`src/rtl/game_defs_pkg.sv`:
```
// rtl/game_defs_pkg.sv - shared action codes, bit indices and priority select for the player FSMs
package game_defs;

  localparam int ACT_W = 6;

  localparam int IDX_MOVE_RIGHT = 5;
  localparam int IDX_MOVE_LEFT  = 4;
  localparam int IDX_WAIT       = 3;
  localparam int IDX_JUMP       = 2;
  localparam int IDX_KICK       = 1;
  localparam int IDX_PUNCH      = 0;

  localparam logic [ACT_W-1:0] ACT_MOVE_RIGHT = 6'b100000;
  localparam logic [ACT_W-1:0] ACT_MOVE_LEFT  = 6'b010000;
  localparam logic [ACT_W-1:0] ACT_WAIT       = 6'b001000;
  localparam logic [ACT_W-1:0] ACT_JUMP       = 6'b000100;
  localparam logic [ACT_W-1:0] ACT_KICK       = 6'b000010;
  localparam logic [ACT_W-1:0] ACT_PUNCH      = 6'b000001;
  localparam logic [ACT_W-1:0] ACT_IDLE       = 6'b000000;

  typedef enum logic {
    ST_READY,
    ST_COOLDOWN
  } jump_state_t;

  // Priority order does not follow bit order: PUNCH > KICK > JUMP > RIGHT > LEFT > WAIT.
  function automatic logic [ACT_W-1:0] prio_select(input logic [ACT_W-1:0] cand);
    if (cand[IDX_PUNCH])           return ACT_PUNCH;
    else if (cand[IDX_KICK])       return ACT_KICK;
    else if (cand[IDX_JUMP])       return ACT_JUMP;
    else if (cand[IDX_MOVE_RIGHT]) return ACT_MOVE_RIGHT;
    else if (cand[IDX_MOVE_LEFT])  return ACT_MOVE_LEFT;
    else if (cand[IDX_WAIT])       return ACT_WAIT;
    else                           return ACT_IDLE;
  endfunction

endpackage

```
`src/rtl/player_action_encoder_debouncer.sv`:
```
// rtl/player_action_encoder_debouncer.sv - one-bit synchronizer, debouncer and rising-edge pulse
module button_debouncer #(
  parameter int DEBOUNCE_CYCLES = 4
) (
  input  logic clk,
  input  logic rst_n,
  input  logic btn_raw,
  output logic level,
  output logic rise
);

  localparam int CW = (DEBOUNCE_CYCLES > 1) ? $clog2(DEBOUNCE_CYCLES) : 1;
  localparam logic [CW-1:0] CNT_MAX = CW'(DEBOUNCE_CYCLES - 1);

  logic          sync_meta;
  logic          sync_q;
  logic [CW-1:0] cnt;
  logic          flip;

  assign flip = (sync_q != level) && (cnt == CNT_MAX);
  // Pulse in the cycle the level is about to go high so pending captures it on the same edge.
  assign rise = flip & ~level;

  always_ff @(posedge clk or negedge rst_n) begin
    if (!rst_n) begin
      sync_meta <= 1'b0;
      sync_q    <= 1'b0;
      level     <= 1'b0;
      cnt       <= '0;
    end else begin
      sync_meta <= btn_raw;
      sync_q    <= sync_meta;
      if (sync_q == level) begin
        cnt <= '0;
      end else if (flip) begin
        level <= sync_q;
        cnt   <= '0;
      end else begin
        cnt <= cnt + 1'b1;
      end
    end
  end

endmodule

```
`src/rtl/player_action_encoder.sv`:
```
// rtl/player_action_encoder.sv - debounced buttons to one-hot per-tick action with jump cooldown
module player_action_encoder
  import game_defs::*;
#(
  parameter int DEBOUNCE_CYCLES = 4,
  parameter int JUMP_COOLDOWN   = 2
) (
  input  logic             clk,
  input  logic             rst_n,
  input  logic             tick,
  input  logic [ACT_W-1:0] btn_raw,
  output logic [ACT_W-1:0] player_input,
  output logic             action_valid
);

  localparam int CDW = (JUMP_COOLDOWN > 0) ? $clog2(JUMP_COOLDOWN + 1) : 1;

  logic [ACT_W-1:0] dbn;
  logic [ACT_W-1:0] rise;
  logic [ACT_W-1:0] pending;
  logic [ACT_W-1:0] candidates;
  logic [ACT_W-1:0] winner;
  jump_state_t      state, state_next;
  logic [CDW-1:0]   cd_cnt, cd_next;

  for (genvar i = 0; i < ACT_W; i++) begin : g_btn
    button_debouncer #(
      .DEBOUNCE_CYCLES(DEBOUNCE_CYCLES)
    ) u_dbn (
      .clk    (clk),
      .rst_n  (rst_n),
      .btn_raw(btn_raw[i]),
      .level  (dbn[i]),
      .rise   (rise[i])
    );
  end

  // WAIT is level-sensitive so a held WAIT keeps reaching the FSM every tick.
  always_comb begin
    candidates           = pending;
    candidates[IDX_WAIT] = pending[IDX_WAIT] | dbn[IDX_WAIT];
    if (state == ST_COOLDOWN) candidates[IDX_JUMP] = 1'b0;
    winner = prio_select(candidates);
  end

  always_comb begin
    state_next = state;
    cd_next    = cd_cnt;
    if (tick) begin
      case (state)
        ST_READY: begin
          if (winner == ACT_JUMP) begin
            cd_next    = CDW'(JUMP_COOLDOWN);
            state_next = ST_COOLDOWN;
          end
        end
        ST_COOLDOWN: begin
          if (cd_cnt <= CDW'(1)) begin
            cd_next    = '0;
            state_next = ST_READY;
          end else begin
            cd_next = cd_cnt - 1'b1;
          end
        end
        default: begin
          cd_next    = '0;
          state_next = ST_READY;
        end
      endcase
    end
  end

  always_ff @(posedge clk or negedge rst_n) begin
    if (!rst_n) begin
      state  <= ST_READY;
      cd_cnt <= '0;
    end else begin
      state  <= state_next;
      cd_cnt <= cd_next;
    end
  end

  // An edge arriving with tick belongs to the next window.
  always_ff @(posedge clk or negedge rst_n) begin
    if (!rst_n) begin
      pending      <= '0;
      player_input <= ACT_IDLE;
      action_valid <= 1'b0;
    end else begin
      pending      <= tick ? rise : (pending | rise);
      action_valid <= tick;
      if (tick) player_input <= winner;
    end
  end

endmodule

```
`config.mk`:
```
export PLATFORM = sky130hd
export DESIGN_NAME = player_action_encoder
export DESIGN_NICKNAME = d
export VERILOG_FILES = /design/src/rtl/game_defs_pkg.sv /design/src/rtl/player_action_encoder_debouncer.sv /design/src/rtl/player_action_encoder.sv
export SDC_FILE = /design/constraint.sdc
export NUM_CORES = 1
export LEC_CHECK = 0
export ABC_AREA = 1
export CAP_MARGIN = 30
export CORE_ASPECT_RATIO = 0.5
export CORE_MARGIN = 2
export CORE_UTILIZATION = 60
export DETAILED_ROUTE_END_ITERATION = 16
export DONT_BUFFER_PORTS = 1
export PLACE_DENSITY = 0.76
export RECOVER_POWER = 25
export SLEW_MARGIN = 30
export SYNTH_ARGS = -nofsm -noshare
export SYNTH_HDL_FRONTEND = slang
export SYNTH_SLANG_ARGS = --single-unit
```
`constraint.sdc`:
```
create_clock -name clk -period 1.3 [get_ports clk]
set_clock_uncertainty 0.1 [all_clocks]
set_input_delay 0.26 -clock clk [delete_from_list [all_inputs] [get_ports clk]]
set_output_delay 0.26 -clock clk [all_outputs]
set_load 0.02 [all_outputs]
```
* Yosys cells after proc, flatten, opt, wreduce, memory -nomap -nowiden
Cells that the tools add are included.
Storage, ports and cells: memory bits (writable) 0, ROM bits 0, bits in registers 46, logic and storage cells 117, memories kept 0, output and inout port bits 7, latch bits 0
Cells by class: multipliers 0, multiplexer cells 26, divide/modulo/power cells 0, eq/ne operators 20, add/sub/neg operators 7, reductions and logical operators 13, magnitude comparators 1, bitwise gates (word level) 21, shifts and indexed selects 0
Operators by type and width (count):
- 2-to-1 mux 6 bit | 5
- 2-to-1 mux 2 bit | 14
- AND reduction 2 bit | 7
- NOT 1 bit | 13
- adder 2 x 1 -> 2 bit, second input constant | 6
- == test 2 bit, second input constant | 6
- AND 1 bit | 6
- == test 1 bit | 6
- == test 6 x 3 -> 1 bit, second input constant | 1
- logical AND 1 bit | 6
- inequality test 1 bit | 6
- bitwise OR 6 bit | 1
- 2-to-1 mux 5 bit | 1
- 2-to-1 mux 4 bit | 1
- case mux 2 bit (2 select lines) | 1
- 2-to-1 mux 1 bit | 3
- <= comparator 2 x 1 -> 1 bit, second input constant | 1
- inequality test 2 bit, second input constant | 1
- case mux 1 bit (2 select lines) | 1
- subtractor 2 x 1 -> 2 bit, second input constant | 1
- bitwise OR 1 bit | 1

* Depth between registers and ports, before layout
depth after elaboration 10, depth in mapped cells 6, depth with buffers taken out 6

* Modules after synthesis
From an unflattened synthesis, not the netlist that was laid out.
Unflattened totals: cells, all modules 175, area total of the unflattened synthesis 1794.2 µm²
By module, submodules not included:
- button_debouncer | times used 6, area an instance 186.4 µm², cells each 18
- player_action_encoder | times used 1, area an instance 675.6 µm², cells each 67

* Worst setup path after synthesis
OpenSTA, ideal clock, no wires.
path type reg2reg, from register state, to register cd_cnt[1], setup slack 0.308 ns, arrival time 0.775 ns, data required time 1.084 ns, stages on the path, launching flop included 5, cells stage by stage dfrtp_1 > nor2_2 > nand3_2 > nand3_1 > nand2_1
On the way: cells in the longest elaborated chain, start to end 7, elaborated cells on any way between the ends 9, those cells by class eq/ne (2); mux (5); bitwise (1); reduce/logical (1)
RTL lines:
- start: declaration | line player_action_encoder.sv:23 | jump_state_t state, state_next;
- start signal: assignment | line player_action_encoder.sv:78 | state <= state_next;
- 2-to-1 mux 1 bit | line player_action_encoder.sv:42 | if (state == ST_COOLDOWN) candidates[IDX_JUMP] = 1'b0;
- 2-to-1 mux 6 bit | line game_defs_pkg.sv:30 | else if (cand[IDX_JUMP]) return ACT_JUMP;
- 2-to-1 mux 6 bit | line game_defs_pkg.sv:29 | else if (cand[IDX_KICK]) return ACT_KICK;
- 2-to-1 mux 6 bit | line game_defs_pkg.sv:28 | if (cand[IDX_PUNCH]) return ACT_PUNCH;
- == test 6 x 3 -> 1 bit | line player_action_encoder.sv:52 | if (winner == ACT_JUMP) begin
- inequality test 2 bit (no line)
- AND reduction 2 bit (no line)
- end signal: assignment | line player_action_encoder.sv:79 | cd_cnt <= cd_next;
- end: declaration | line player_action_encoder.sv:24 | logic [CDW-1:0] cd_cnt, cd_next;
Parallel ways exist; a longest one is shown, timed or not. A chain may end at the register's enable or synchronous reset.

* Final worst setup path
from register player_input[3], to output player_input[3]
RTL lines:
- start: declaration | line player_action_encoder.sv:12 | output logic [ACT_W-1:0] player_input,
- start signal: assignment | line player_action_encoder.sv:92 | if (tick) player_input <= winner;
No word-level cell between the ends.

==> impl_metrics.tcl <==
set metrics [dict create \
    layout.cell_area.non_filler_um2 1870 \
    maximum_buffer_depth_of_the_clock_tree 2 \
    power.share.switching_pct 30.0 \
    ant_nets_after_route 0 \
    drt_pass1_iterations 4 \
    total_wire_length_mm 2.43 \
    final-hold-violation-count 46 \
    placeableCoreArea_um2 2620 \
    max-slew-margin-rel_pct 82.3 \
    arrival_ns 0.76 \
    totalNegativeSetupSlack_ns 0 \
    vias 1011 \
    insertedDiodeCount 0 \
    power_uw 3620 \
    dieWidth_um 78.8 \
    synthesis.area_per_instance_um2 11.4 \
    clock_power_share_pct 22.6 \
    final_nets 176 \
    ctsHtreeMaxLevel 2 \
    place.gp.congestion 0.739 \
    grt_overflow_total 0 \
    mostFrequentLayoutCells "46 x sky130_fd_sc_hd__dfrtp_1, 27 x sky130_fd_sc_hd__nand2_1, 18 x sky130_fd_sc_hd__inv_1" \
    fmax_mhz 891 \
    die-area_um2 3260 \
    clock_tree.root_cell "sky130_fd_sc_hd__clkbuf_8" \
    final_util_pct 71.6 \
    setup.reg_to_reg.worst_slack_ns 0.23 \
    cp_max_fo 2 \
    violations "negative hold slack" \
    seqPwrFrac_pct 57.4 \
    start_util_pct 64.0 \
    synthesis.area_um2 1680 \
    drt_first_iter_violations 53 \
    flop_and_latch_count_out_of_synthesis 46 \
    drcViolationCount 0 \
    worst_pin_slew_ns 0.264 \
    power.internal_uw 2540 \
    power.ir.vdd_worst_mv 1.02 \
    drive_gt1_share_pct 6.25 \
    antenna_violations_before_repair 0 \
    tritoncts_clock_tree "done" \
    grt_pass1_wl_mm 4.03 \
    row_count 13 \
    crit_type "flop to output port" \
    hold-worst-slack_ns -0.442 \
    syn-num-nets 162 \
    port_buffer_cells 0 \
    syn2layout_area_growth_pct 11.8 \
    ctsResizeCount 0 \
    combPwrFrac_pct 20.0 \
    timing.final.crit_share_pct 86.4 \
    gr-usage-all-layers_pct 18.0 \
    syn_inst 147 \
    yosysWarnings 0 \
    cts_num_sinks 46 \
    pin_count 16 \
    setup_viol 0 \
    synth_cell_type_count 18 \
    power-per-cell-area_nw_per_um2 1930 \
    routed_via_density 5.13 \
    rsz0062_at_grt "false" \
    end_kind "output port" \
    switchingPower_uw 1090 \
    setup.worst_path.start_class "flop" \
    maximum_number_of_pins_on_one_net_before_global_route_repair 47 \
    power.leakage_uw 0.000922 \
    detail_route.wl_per_cell_um 12.3 \
    layout.cells.most_common "sky130_fd_sc_hd__dfrtp_1" \
    tritoncts.num_buffers 5 \
    worst-endpoint-required_ns 0.94 \
    place.detailed.hpwl_mm 1.62 \
    placed_cell_area_um2 1710 \
    outcome "finished, violations left" \
    synth_sequential_area_ratio_pct 68.7 \
    cts.clk_slew.worst_paths_ns 0.07 \
    maxSlewViolCount 0 \
    final_period_minus_worst_setup_slack_ns 1.12 \
    max_cap_viol_count 0 \
    first_global_vias 929 \
    chipHeight_um 41.4 \
    worst_skew_pair.late_latency_ns 0.29 \
    worstHoldPathType "primary input to async pin" \
]
## routing by layer
metal  up-vias  share of wire (%)  global-route usage [%]
met4         0                1.0                    6.58
met3         5                5.8                    7.97
met2        22                 46                    29.9
met1       490                 47                    22.0
li1        494                  -                       -
met5         -                  0                       0
## final timing paths
check / cells after the start / endpoint / startpoint
setup / recovery: 0 / player_input[3] / player_input[3]$_DFFE_PN0P_
hold / removal: 0 / g_btn[0].u_dbn.level$_DFFE_PN0P_ / rst_n
setup reg to reg: 4 / cd_cnt[0]$_DFFE_PN0P_ / state$_DFFE_PN0P_
hold reg to reg: 0 / g_btn[0].u_dbn.sync_q$_DFF_PN0_ / g_btn[0].u_dbn.sync_meta$_DFF_PN0_
max in group asynchronous: 0 / g_btn[2].u_dbn.cnt[1]$_DFF_PN0_ / rst_n
min in group clk: 2 / cd_cnt[0]$_DFFE_PN0P_ / tick
## cells in the mapped netlist
master,number,area share [%]
sky130_fd_sc_hd__a21oi_1,1,0.30
sky130_fd_sc_hd__buf_6,1,0.67
sky130_fd_sc_hd__dfrtp_1,46,69
sky130_fd_sc_hd__ha_1,6,4.5
sky130_fd_sc_hd__inv_1,18,4.0
sky130_fd_sc_hd__inv_2,1,0.22
sky130_fd_sc_hd__nand2_1,27,6.0
sky130_fd_sc_hd__nand3_1,10,3.0
sky130_fd_sc_hd__nand3_2,1,0.60
sky130_fd_sc_hd__nand4_1,1,0.37
sky130_fd_sc_hd__nor2_1,7,1.6
sky130_fd_sc_hd__nor2_2,2,0.75
sky130_fd_sc_hd__nor3_1,6,1.8
sky130_fd_sc_hd__o21a_1,1,0.45
sky130_fd_sc_hd__o21ai_0,6,1.8
sky130_fd_sc_hd__o21ai_1,6,1.8
sky130_fd_sc_hd__o22ai_1,1,0.37
sky130_fd_sc_hd__xnor2_1,6,3.1
## worst register-to-register path, delay by kind of cell, from the launching register on
kind,cells,cell delay (ns)
AND/OR/NAND/NOR,4,0.44
flip-flops,1,0.43
## through the flow
stage | std cells | worst slack (ns)
6_report | 197 | 0.177
4_1_cts | 196 | 0.168
3_3_place_gp | 183 | 0.267
5_1_grt | 197 | 0.140
3_5_place_dp | 183 | 0.236
2_1_floorplan | 147 | 0.308
## area by class of cell
type	instances	area, um^2
Multi-Input combinational cell	81	443
Clock buffer	6	82.6
Inverter	19	71.3
Tap cell	37	46.3
Fill cell	191	744
Sequential cell	46	1150
Timing Repair Buffer	8	80.1
## sequential cells by signal, indices dropped and copies added, names as in the netlist
| register | flops |
|---|---|
| g_btn.u_dbn.cnt | 12 |
| g_btn.u_dbn.level | 6 |
| g_btn.u_dbn.sync_meta | 6 |
| g_btn.u_dbn.sync_q | 6 |
| pending | 6 |
| player_input | 6 |
| cd_cnt | 2 |
| action_valid | 1 |
| state | 1 |
## kinds of logic after synthesis
logic type | after synthesis | synth area share (%)
AND/OR/NAND/NOR | 54 | 14.1
flip-flops | 46 | 68.7
buffers and inverters | 20 | 4.92
AO/OA/AOI/OAI | 15 | 4.70
XOR/XNOR | 6 | 3.13
adder cells (fa/ha/maj) | 6 | 4.48
## power by group through the flow
stage	combinational [uW]	clock (uW)	sequential, uW
floorplan	586	0	2050
global placement	653	0	2090
detailed placement	717	0	2100
CTS	737	842	2080
global route	880	916	2120
finish	725	820	2080
## what timing repair did
item / in CTS / in global routing
hold buffers: 7 / 1
hold endpoints to repair: 58 / 47
setup buffers: 0 / 0
Note: power is estimated with default switching activity, not from simulation.
